==> src/rtl/sgmii_tx_feeder.sv <==
// Polices the 134-bit packet stream in front of the SGMII transmitter and writes its data and valid FIFOs.
// Define SGMII_TX_FEEDER_STATS_EN to build the good_pkts/bad_pkts counters; otherwise they read 0.
module sgmii_tx_feeder #(
  parameter int MIN_BYTES = 60,
  parameter int MAX_BYTES = 1518,
  parameter int LEN_W     = 16,
  parameter int CNT_W     = 32
) (
  input  logic             clk,
  input  logic             reset,
  input  logic             in_valid,
  input  logic [133:0]     in_data,
  output logic             in_ready,
  output logic             data_in_wrreq,
  output logic [133:0]     data_in,
  input  logic             data_in_almostfull,
  output logic             data_in_valid_wrreq,
  output logic             data_in_valid,
  output logic             orphan_drop,
  output logic [CNT_W-1:0] good_pkts,
  output logic [CNT_W-1:0] bad_pkts
);

  typedef enum logic [1:0] {IDLE, IN_PKT, FIX} state_t;

  localparam logic [1:0] HEAD = 2'b01;
  localparam logic [1:0] MID  = 2'b11;
  localparam logic [1:0] TAIL = 2'b10;
  localparam logic [133:0] SYNTH_TAIL = {2'b10, 4'b0000, 128'd0};

  state_t           state, state_n;
  logic [LEN_W-1:0] len, len_n;
  logic             error, error_n;
  logic [133:0]     hold, hold_n;
  logic             wr_n, vwr_n, vflag_n, orphan_n;
  logic [133:0]     data_n;

  logic             accept;
  logic [4:0]       tail_bytes;
  logic [LEN_W:0]   mid_sum, tail_sum;
  logic [LEN_W-1:0] mid_len, tail_len;
  logic             tail_ok;

  assign in_ready = !reset && !data_in_almostfull && (state != FIX);
  assign accept   = in_valid && in_ready;

  // Tail byte count is 4 per used 32-bit word minus the unused bytes of the last word.
  assign tail_bytes = {3'd4 - {1'b0, in_data[131:130]}, 2'b00} - {3'b000, in_data[129:128]};
  assign mid_sum    = {1'b0, len} + (LEN_W+1)'(16);
  assign tail_sum   = {1'b0, len} + (LEN_W+1)'(tail_bytes);
  assign mid_len    = mid_sum[LEN_W]  ? '1 : mid_sum[LEN_W-1:0];
  assign tail_len   = tail_sum[LEN_W] ? '1 : tail_sum[LEN_W-1:0];
  assign tail_ok    = !error && !tail_sum[LEN_W] &&
                      (tail_len >= LEN_W'(MIN_BYTES)) && (tail_len <= LEN_W'(MAX_BYTES));

  always_comb begin
    state_n  = state;
    len_n    = len;
    error_n  = error;
    hold_n   = hold;
    data_n   = data_in;
    wr_n     = 1'b0;
    vwr_n    = 1'b0;
    vflag_n  = data_in_valid;
    orphan_n = 1'b0;
    case (state)
      IDLE: begin
        if (accept) begin
          if (in_data[133:132] == HEAD) begin
            wr_n    = 1'b1;
            data_n  = in_data;
            len_n   = LEN_W'(16);
            error_n = 1'b0;
            state_n = IN_PKT;
          end else if (in_data[133:132] == MID || in_data[133:132] == TAIL) begin
            orphan_n = 1'b1;
          end
        end
      end
      IN_PKT: begin
        if (accept) begin
          case (in_data[133:132])
            MID: begin
              wr_n    = 1'b1;
              data_n  = in_data;
              len_n   = mid_len;
              error_n = error || mid_sum[LEN_W];
            end
            TAIL: begin
              wr_n    = 1'b1;
              data_n  = in_data;
              len_n   = tail_len;
              vwr_n   = 1'b1;
              vflag_n = tail_ok;
              state_n = IDLE;
            end
            // A head inside a packet closes the open one with a discarded synthetic tail.
            HEAD: begin
              wr_n    = 1'b1;
              data_n  = SYNTH_TAIL;
              vwr_n   = 1'b1;
              vflag_n = 1'b0;
              hold_n  = in_data;
              state_n = FIX;
            end
            default: ;
          endcase
        end
      end
      FIX: begin
        wr_n    = 1'b1;
        data_n  = hold;
        len_n   = LEN_W'(16);
        error_n = 1'b0;
        state_n = IN_PKT;
      end
      default: state_n = IDLE;
    endcase
  end

  always_ff @(posedge clk or posedge reset) begin
    if (reset) begin
      state               <= IDLE;
      len                 <= '0;
      error               <= 1'b0;
      hold                <= '0;
      data_in_wrreq       <= 1'b0;
      data_in             <= '0;
      data_in_valid_wrreq <= 1'b0;
      data_in_valid       <= 1'b0;
      orphan_drop         <= 1'b0;
    end else begin
      state               <= state_n;
      len                 <= len_n;
      error               <= error_n;
      hold                <= hold_n;
      data_in_wrreq       <= wr_n;
      data_in             <= data_n;
      data_in_valid_wrreq <= vwr_n;
      data_in_valid       <= vflag_n;
      orphan_drop         <= orphan_n;
    end
  end

`ifdef SGMII_TX_FEEDER_STATS_EN
  always_ff @(posedge clk or posedge reset) begin
    if (reset) begin
      good_pkts <= '0;
      bad_pkts  <= '0;
    end else if (vwr_n) begin
      if (vflag_n) good_pkts <= good_pkts + CNT_W'(1);
      else         bad_pkts  <= bad_pkts + CNT_W'(1);
    end
  end
`else
  assign good_pkts = '0;
  assign bad_pkts  = '0;
`endif

endmodule

==> config.mk <==
export PLATFORM = sky130hd
export DESIGN_NAME = sgmii_tx_feeder
export DESIGN_NICKNAME = d
export VERILOG_FILES = /design/src/rtl/sgmii_tx_feeder.sv
export SDC_FILE = /design/constraint.sdc
export NUM_CORES = 1
export LEC_CHECK = 0
export ABC_CLOCK_PERIOD_IN_PS = 14480
export BUFFER_PORTS_ARGS = -buffer_cell sky130_fd_sc_hd__buf_2
export CAP_MARGIN = 25
export CORE_AREA = 2 2 162 164
export CTS_BUF_LIST = sky130_fd_sc_hd__clkbuf_16
export CTS_CLUSTER_DIAMETER = 80
export DETAILED_ROUTE_END_ITERATION = 8
export DIE_AREA = 0 0 164 166
export GPL_ROUTABILITY_DRIVEN = 0
export PLACE_DENSITY = 0.89
export SYNTH_ARGS = -nofsm -noshare
export SYNTH_HDL_FRONTEND = slang
export SYNTH_SLANG_ARGS = --single-unit
==> constraint.sdc <==
create_clock -name clk -period 14.48 [get_ports clk]
set_clock_uncertainty 0.1 [all_clocks]
set_input_delay 2.896 -clock clk [delete_from_list [all_inputs] [get_ports clk]]
set_output_delay 2.896 -clock clk [all_outputs]
set_load 0.02 [all_outputs]
# Word level (Yosys, flattened, before mapping)
# Cells that the tools add are included.
dict set report totals {
  register_bits 291
  input_bits 138
  output_inout_bits 203
  word_cells 87
}
dict set report op_classes {
  add_sub_neg 4
  magnitude_cmp 2
  eq_ne 13
  mux 35
  reduce_logical 24
}
# cell n
set ops {}
lappend ops {{134-bit two-way mux} 3}
lappend ops {{134-bit case mux with 3 select lines} 1}
lappend ops {{134-bit case mux with 2 select lines} 1}
lappend ops {{16-bit two-way mux} 5}
lappend ops {{16-bit case mux with 3 select lines} 1}
lappend ops {{16-bit case mux with 2 select lines} 1}
lappend ops {{16-bit by 5-bit adder with 17-bit output} 1}
lappend ops {{16-bit by 5-bit adder with 17-bit output, second input constant} 1}
lappend ops {{16-bit by 6-bit greater-or-equal comparator with 1-bit output, second input constant} 1}
lappend ops {{16-bit by 11-bit less-or-equal comparator with 1-bit output, second input constant} 1}
lappend ops {{1-bit two-way mux} 15}
lappend ops {{5-bit AND reduction} 3}
lappend ops {{2-bit != test, second input constant} 5}
lappend ops {{3-bit != test, second input constant} 3}
lappend ops {{2-bit == test, second input constant} 3}
lappend ops {{1-bit logical AND} 6}
lappend ops {{2-bit two-way mux} 3}
lappend ops {{1-bit case mux with 3 select lines} 2}
lappend ops {{2-bit case mux with 3 select lines} 1}
lappend ops {{3-bit AND reduction} 2}
lappend ops {{5-bit by 2-bit subtractor with 5-bit output} 1}
lappend ops {{2-bit by 1-bit == test with 1-bit output, second input constant} 2}
lappend ops {{1-bit zero test} 4}
lappend ops {{2-bit case mux with 2 select lines} 1}
lappend ops {{9 further kinds} 11}

# Longest topological paths before layout
# Gate-level depths: netlist (run 1).
dict set report depth {
  depth_word 8
  ltp_mapped 15
  mapped_depth_nobuf 14
}

# Worst setup path before layout (run 1)
# Ideal clock, no wire load.
dict set report synth_timing {
  kind {input port to output port}
  start {input data_in_almostfull}
  end {output in_ready}
  t_arrival_ns 3.411
  required_time_ns 11.484
  slack_ns 8.073
  stages 1
  path_buffers 0
  path_cell_list {nor3_1}
}
dict set report synth_between {
  elab_chain_len 3
}
# element line
set synth_rtl {}
lappend synth_rtl {{start, declared} 16} ;# input logic data_in_almostfull,
lappend synth_rtl {{1-bit zero test} 44} ;# assign in_ready = !reset && !data_in_almostfull && (state != FIX);
lappend synth_rtl {{1-bit logical AND (2 in series)} 44}
lappend synth_rtl {{end, declared} 13} ;# output logic in_ready,
# No other way between the ends.

# Worst setup path after layout (run 1)
dict set report layout_timing {
  start {input reset}
  end {output in_ready}
}
dict set report layout_between {
  elab_chain_len 3
}
# element line
set layout_rtl {}
lappend layout_rtl {{start, declared} 10} ;# input logic reset,
lappend layout_rtl {{1-bit zero test (no source line)} n/a}
lappend layout_rtl {{1-bit logical AND (2 in series)} 44}
# No other way between the ends.

==> results of run 1 <==
## placed cells by master, fill, tap and decap left out, types with 4 or more instances in the layout
cell,Yosys,routed
clkbuf_16,0,30
dfrtp_1,291,291
clkinv_1,1,8
o21ai_0,156,156
nor2_1,32,32
a22oi_1,133,133
buf_4,68,9
ha_1,20,20
xnor2_1,7,7
nand2_1,171,170
bufinv_16,0,5
diode_2,0,5
mux2_2,134,134
conb_1,1,64
xor2_1,4,4
nand3_1,14,14
inv_1,14,19
a21oi_1,21,21
and2_1,5,4
buf_2,10,276
a31oi_1,8,8
## layout make-up
type / instances / area share
diodes: 5 / 0.000788
well taps: 335 / 0.0264
inverters: 15 / 0.00402
repair buffers: 288 / 0.0959
clock inverters: 24 / 0.0164
flip-flops and latches: 291 / 0.458
clock buffers: 30 / 0.0473
multi-input cells: 844 / 0.351
## sequential cells by signal (all words and copies together) (netlist names)
| signal | cells |
|---|---|
| data_in | 134 |
| hold | 134 |
| len | 16 |
| state | 2 |
| data_in_valid | 1 |
| data_in_valid_wrreq | 1 |
| data_in_wrreq | 1 |
| error | 1 |
| orphan_drop | 1 |
## stage by stage
step | cells | instance area [um2] | setup slack [ns]
floorplan | 1304 | 13800 | 3.45
global placement | 1771 | 14800 | 8.07
detailed placement | 1771 | 14800 | 8.09
CTS | 1825 | 15800 | 8.09
global route | 1829 | 15900 | 7.97
finish | 1832 | 15900 | 8.09
## power groups by stage
stage	sequential (W)	clock [W]	combinational, W
final	0.00136	0.000789	0.00142
after global placement	0.00134	0	0.00134
after floorplan	0.00151	0	0.000847
after global routing	0.00140	0.000840	0.00156
after detailed placement	0.00136	0	0.00140
after CTS	0.00135	0.000800	0.00140
## kinds of logic (layout without fill, tap and decap cells)
| group | after synthesis | count (layout) | synth area share |
|---|---|---|---|
| adder cells (fa/ha/maj) | 23 | 23 | 0.0214 |
| XOR/XNOR | 11 | 11 | 0.00712 |
| buffers and inverters | 169 | 357 | 0.0694 |
| AO/OA/AOI/OAI | 357 | 357 | 0.169 |
| other | 1 | 69 | 0.000277 |
| AND/OR/NAND/NOR | 251 | 251 | 0.0802 |
| multiplexers | 138 | 138 | 0.115 |
| flip-flops | 291 | 291 | 0.538 |
## tightest hold or removal path: stages, from the launching register on
cell	delay, ns
dfrtp_1	0.34
nand2_1	0.04
o21ai_0	0.06
## worst paths after layout
path                       depth (start not counted)                  endpoint                      from
hold / removal                                     2  data_in[113]$_DFFE_PP0P_  data_in[113]$_DFFE_PP0P_
min in group asynchronous                          2   data_in[17]$_DFFE_PP0P_                     reset
setup / recovery                                   3                  in_ready                     reset
hold reg to reg                                    2  data_in[113]$_DFFE_PP0P_  data_in[113]$_DFFE_PP0P_
setup reg to reg                                   6     hold[109]$_DFFE_PP0P_      state[1]$_DFFE_PP0P_
max in group asynchronous                          3      hold[31]$_DFFE_PP0P_                     reset
## layer usage
| layer | vias up | GRT usage | share of wire |
|---|---|---|---|
| met4 | 2 | 0.0923 | 0.033 |
| met1 | 5032 | 0.295 | 0.39 |
| met5 | - | 0 | 0.00055 |
| li1 | 4758 | - | - |
| met3 | 96 | 0.0659 | 0.099 |
| met2 | 536 | 0.384 | 0.48 |
==> impl_metrics.csv, run 1 <==
group,metric,value,unit
power_and_ir_drop,internal_power,0.00214,W
grt,grt_pass1_vias,10400,
synth,ys_top_cells_by_count,"291 x dfrtp_1, 171 x nand2_1, 156 x o21ai_0",
power_and_ir_drop,switching_share,0.400,
synth,synth_edf_count,0,
synth,ys_async_sr_fraction,1.00,
cts,clkLatencyLatePin,0.56,ns
route,detail-route-antenna-nets,0,
grt,grt_max_degree,151,
worst_setup_path,start_kind,"input pin",
cells_and_area,nets,1629,
power_and_ir_drop,clkPwrFrac,0.222,
route,wl_per_cell,17.7,um
timing,period_minus_slack,6.39,ns
worst_hold_path,hold_path_class,"flop to flop",
synth,ys_ff_latch,291,
timing,grt_setup_unrepaired,"no",
worst_setup_path,critPathKind,"input pin to output pin",
synth,syn_area,13500,um2
worst_setup_path,rrSetupSlack,10.49,ns
placed_design,hpwl,21100,um
route,drtIter0Drc,1219,
timing,slew_headroom,0.354,
synth,ys_seq_area_frac,0.538,
floorplan,ios,341,
cells_and_area,multi_input_area,5580,um2
synth,synth_top_cell_area_share,0.538,
cts,h-tree-depth,1,
worst_setup_path,crit_slowest_cell,"buf_2",
power_and_ir_drop,p_switching,0.00142,W
synth,yosys.area.top_type,"dfrtp_1",
cts,post_cts_buffers,0,
floorplan,core_area,25600,um2
cells_and_area,layout-drive-gt1-share,0.324,
timing,fmax,0.156,GHz
worst_setup_path,critPathTopFamily,"buffers and inverters",
synth,synth_flop_cell,"dfrtp_1",
worst_setup_path,cp.arrival,3.40,ns
power_and_ir_drop,power_density,224,nW/um2
route,num_vias,10400,
floorplan,die_h,166,um
timing,tightest_slew,0.969,ns
grt,grt_util_all_layers,0.235,
synth,ys_warn_count,0,
synth,synth.most_common_cell,"dfrtp_1",
synth,synth_cell_type_count,70,
timing,fin_setup_tns,0,ns
cts,clk_pin_slew,0.06,ns
cells_and_area,regArea,7280,um2
route,first_pass_iters,6,
worst_setup_path,crit_path_max_fanout,3,
power_and_ir_drop,power_leakage,7.70,nW
worst_setup_path,endpoint_kind,"output pin",
placed_design,portBuffers,276,
floorplan,die_area,27200,um2
cells_and_area,final_util,0.620,
cts,post_cts_resize_count,0,
cts,cts_tree,"done",
power_and_ir_drop,p_comb_frac,0.398,
cells_and_area,n_fill_cell,1951,
worst_setup_path,path_cells,"buf_2, nor3_1, buf_2",
route,wirelength,32500,um
cts,clk_path_buf_depth,3,
synth,netlist_instances,1241,
worst_setup_path,cp.required,11.48,ns
power_and_ir_drop,p_seq_frac,0.381,
flow_run,cap_violations,0,
grt,grt_pass1_wl,52400,um
cells_and_area,syn2layout_area_growth,17.4,%
worst_setup_path,crit_top_cell,"buf_2",
status,outcome,"complete, no violations",
grt,antenna_found_initial,5,
cts,cts_root_buf,"clkbuf_16",
timing,fin_crit_sh,0.441,
timing,finalSetupViolations,0,
grt,grt-ovfl-total,0,
cts,clock-sinks,291,
worst_setup_path,cpPeakStageDelay,0.20,ns
synth,avgSynthCellArea,10.9,um2
worst_setup_path,crit_buf_inv,2,
route,post-route-drc-count,0,
timing,hold_ws,0.374,ns
timing,drv_slew,0,
floorplan,start_util,0.528,
power_and_ir_drop,ir_worst_vdd,0.157,mV
cts,hold_buffers,0,
cts,numCtsBuffers,30,
floorplan,chipWidth,164,um
power_and_ir_drop,total_power,0.00356,W
route,viasPerCell,5.69,
timing,finalHoldViolCount,0,
synth,synthTopCellsByArea,"dfrtp_1 54%, mux2_2 11%, a22oi_1 7.4%",
floorplan,rows,59,
No activity file was read; power rests on OpenSTA's default activity.
==> inputs of run 2 (changes only) <==
- ABC_CLOCK_PERIOD_IN_PS: 14480 -> 5300
- CORE_AREA: 2 2 162 164 -> 2 2 171 173
- DIE_AREA: 0 0 164 166 -> 0 0 173 175
- PLACE_DENSITY: 0.89 -> 0.85
- clock period: 14.48 -> 5.3 ns (I/O delays scaled with it)
==> run 2 against run 1 <==
Critical path depth is 10 higher. Combinational power grew to 2.8 times the previous value. Register-to-register slack worse by 8.5 ns. Die area is 11% higher. First-iteration DRC count is 36% lower. Setup slack worse by 6.6 ns. Via count is 0.26% lower. Critical endpoint is now data_in_valid$_DFFE_PP0P_. Highest routed layer unchanged.
==> impl_metrics.csv, run 2 (synthesized netlist as in run 1, its figures left out) <==
group,metric,value,unit
timing,drv_slew,0,
worst_setup_path,start_kind,"input pin",
worst_setup_path,critPathKind,"input pin to flop",
floorplan,start_util,0.477,
status,outcome,"complete, no violations",
floorplan,chipWidth,173,um
worst_setup_path,crit_path_max_fanout,7,
route,wirelength,32900,um
power_and_ir_drop,power_density,611,nW/um2
grt,grt_pass1_wl,53800,um
grt,grt_pass1_vias,10400,
cts,clock-sinks,291,
placed_design,dpl.cell_count,1824,
cts,clk_pin_slew,0.06,ns
cells_and_area,largestRegisters,"data_in: 134 flops, hold: 134 flops, len: 16 flops",
timing,finalHoldViolCount,0,
cts,post_cts_resize_count,0,
cells_and_area,syn2layout_area_growth,18.1,%
placed_design,portBuffers,276,
cts,clkLatencyLatePin,0.55,ns
grt,antenna_found_initial,4,
flow_run,cap_violations,0,
route,wl_per_cell,17.5,um
cells_and_area,instances_no_fill,1884,
grt,grt-ovfl-total,0,
timing,period_minus_slack,3.78,ns
cts,post_cts_buffers,0,
worst_setup_path,cp.required,5.66,ns
timing,slew_headroom,0.252,
timing,finalSetupViolations,0,
timing,fin_crit_sh,0.713,
power_and_ir_drop,power_leakage,7.72,nW
cells_and_area,final_cell_mix,"291 x dfrtp_1, 276 x buf_2, 170 x nand2_1",
floorplan,ios,341,
grt,grt_util_all_layers,0.214,
placed_design,hpwl,21300,um
cts,hold_buffers,0,
worst_setup_path,cp.arrival,4.14,ns
timing,fmax,0.265,GHz
floorplan,core_area,28400,um2
power_and_ir_drop,ir_worst_vdd,0.311,mV
worst_setup_path,endpoint_kind,"flop",
route,viasPerCell,5.52,
timing,tightest_slew,1.12,ns
cts,cts_tree,"done",
route,post-route-drc-count,0,
floorplan,die_area,30300,um2
route,drtIter0Drc,783,
cells_and_area,final_common_cell,"dfrtp_1",
cts,h-tree-depth,1,
cells_and_area,layout-drive-gt1-share,0.327,
timing,fin_setup_tns,0,ns
cts,numCtsBuffers,31,
route,first_pass_iters,6,
timing,grt_setup_unrepaired,"no",
timing,hold_ws,0.373,ns
floorplan,die_h,175,um
floorplan,rows,62,
worst_hold_path,hold_path_class,"flop to flop",
cells_and_area,nets,1632,
route,num_vias,10400,
route,detail-route-antenna-nets,0,
cts,clk_path_buf_depth,3,
cts,cts_root_buf,"clkbuf_16",
grt,grt_max_degree,175,
[run 2: changes by cell type in the layout (fill, tap and decap cells not counted), sizes merged]
cell / change
clkinv: +5
buf: +2
diode: -2
inv: -2
bufinv: -1
clkbuf: +1
[run 2: per-layer routing]
layer,part of all wire,GRT usage
met3,0.082,0.0498
met1,0.41,0.273
met4,0.036,0.0855
met2,0.47,0.354
met5,0.00040,0
[run 2: critical path, stage by stage]
cell and delay, ns:
buf_2 0.12, inv_1 0.05, ha_1 0.21, xnor2_1 0.23, ha_1 0.35, a21oi_1 0.35, o22a_2 0.32, nor3_2 0.11
or4_1 0.52, o211a_1 0.16, a221oi_2 0.30, a31oi_1 0.10, o31ai_2 0.25
[run 2: final cells by class]
cell class                 count  area, um2
sequential                   291       7280
tap                          384        480
inverter                      15       60.1
multi-input combinational    844       5580
clock inverter                26        229
clock buffer                  31        776
timing repair buffer         290       1570
antenna                        3       7.51
fill                        2272      12400
[run 2: power by group]
group	internal, W	switching [W]	total, W
Combinational	0.00146	0.00246	0.00392
Clock	0.00126	0.000888	0.00214
Sequential	0.00315	0.000556	0.00371
[run 2: metrics by stage]
step	worst slack, ns	util	total power, W	area, um2
after global routing	1.37	0.563	0.0104	16000
after CTS	1.67	0.563	0.00983	16000
after detailed placement	1.10	0.527	0.00764	15000
after floorplan	0.279	-	0.00644	13800
final	1.52	0.563	0.00977	16000
after global placement	1.22	0.527	0.00745	15000
[run 2: final timing paths]
check	from	end	slack, ns	cells after the start
setup / recovery	in_data[128]	data_in_valid$_DFFE_PP0P_	1.52	13
setup reg to reg	len[0]$_DFFE_PP0P_	data_in_valid$_DFFE_PP0P_	1.97	10
hold reg to reg	data_in[10]$_DFFE_PP0P_	data_in[10]$_DFFE_PP0P_	0.37	2
max in group asynchronous	reset	hold[105]$_DFFE_PP0P_	3.57	3
min in group asynchronous	reset	hold[18]$_DFFE_PP0P_	0.58	3
hold / removal	data_in[10]$_DFFE_PP0P_	data_in[10]$_DFFE_PP0P_	0.37	2
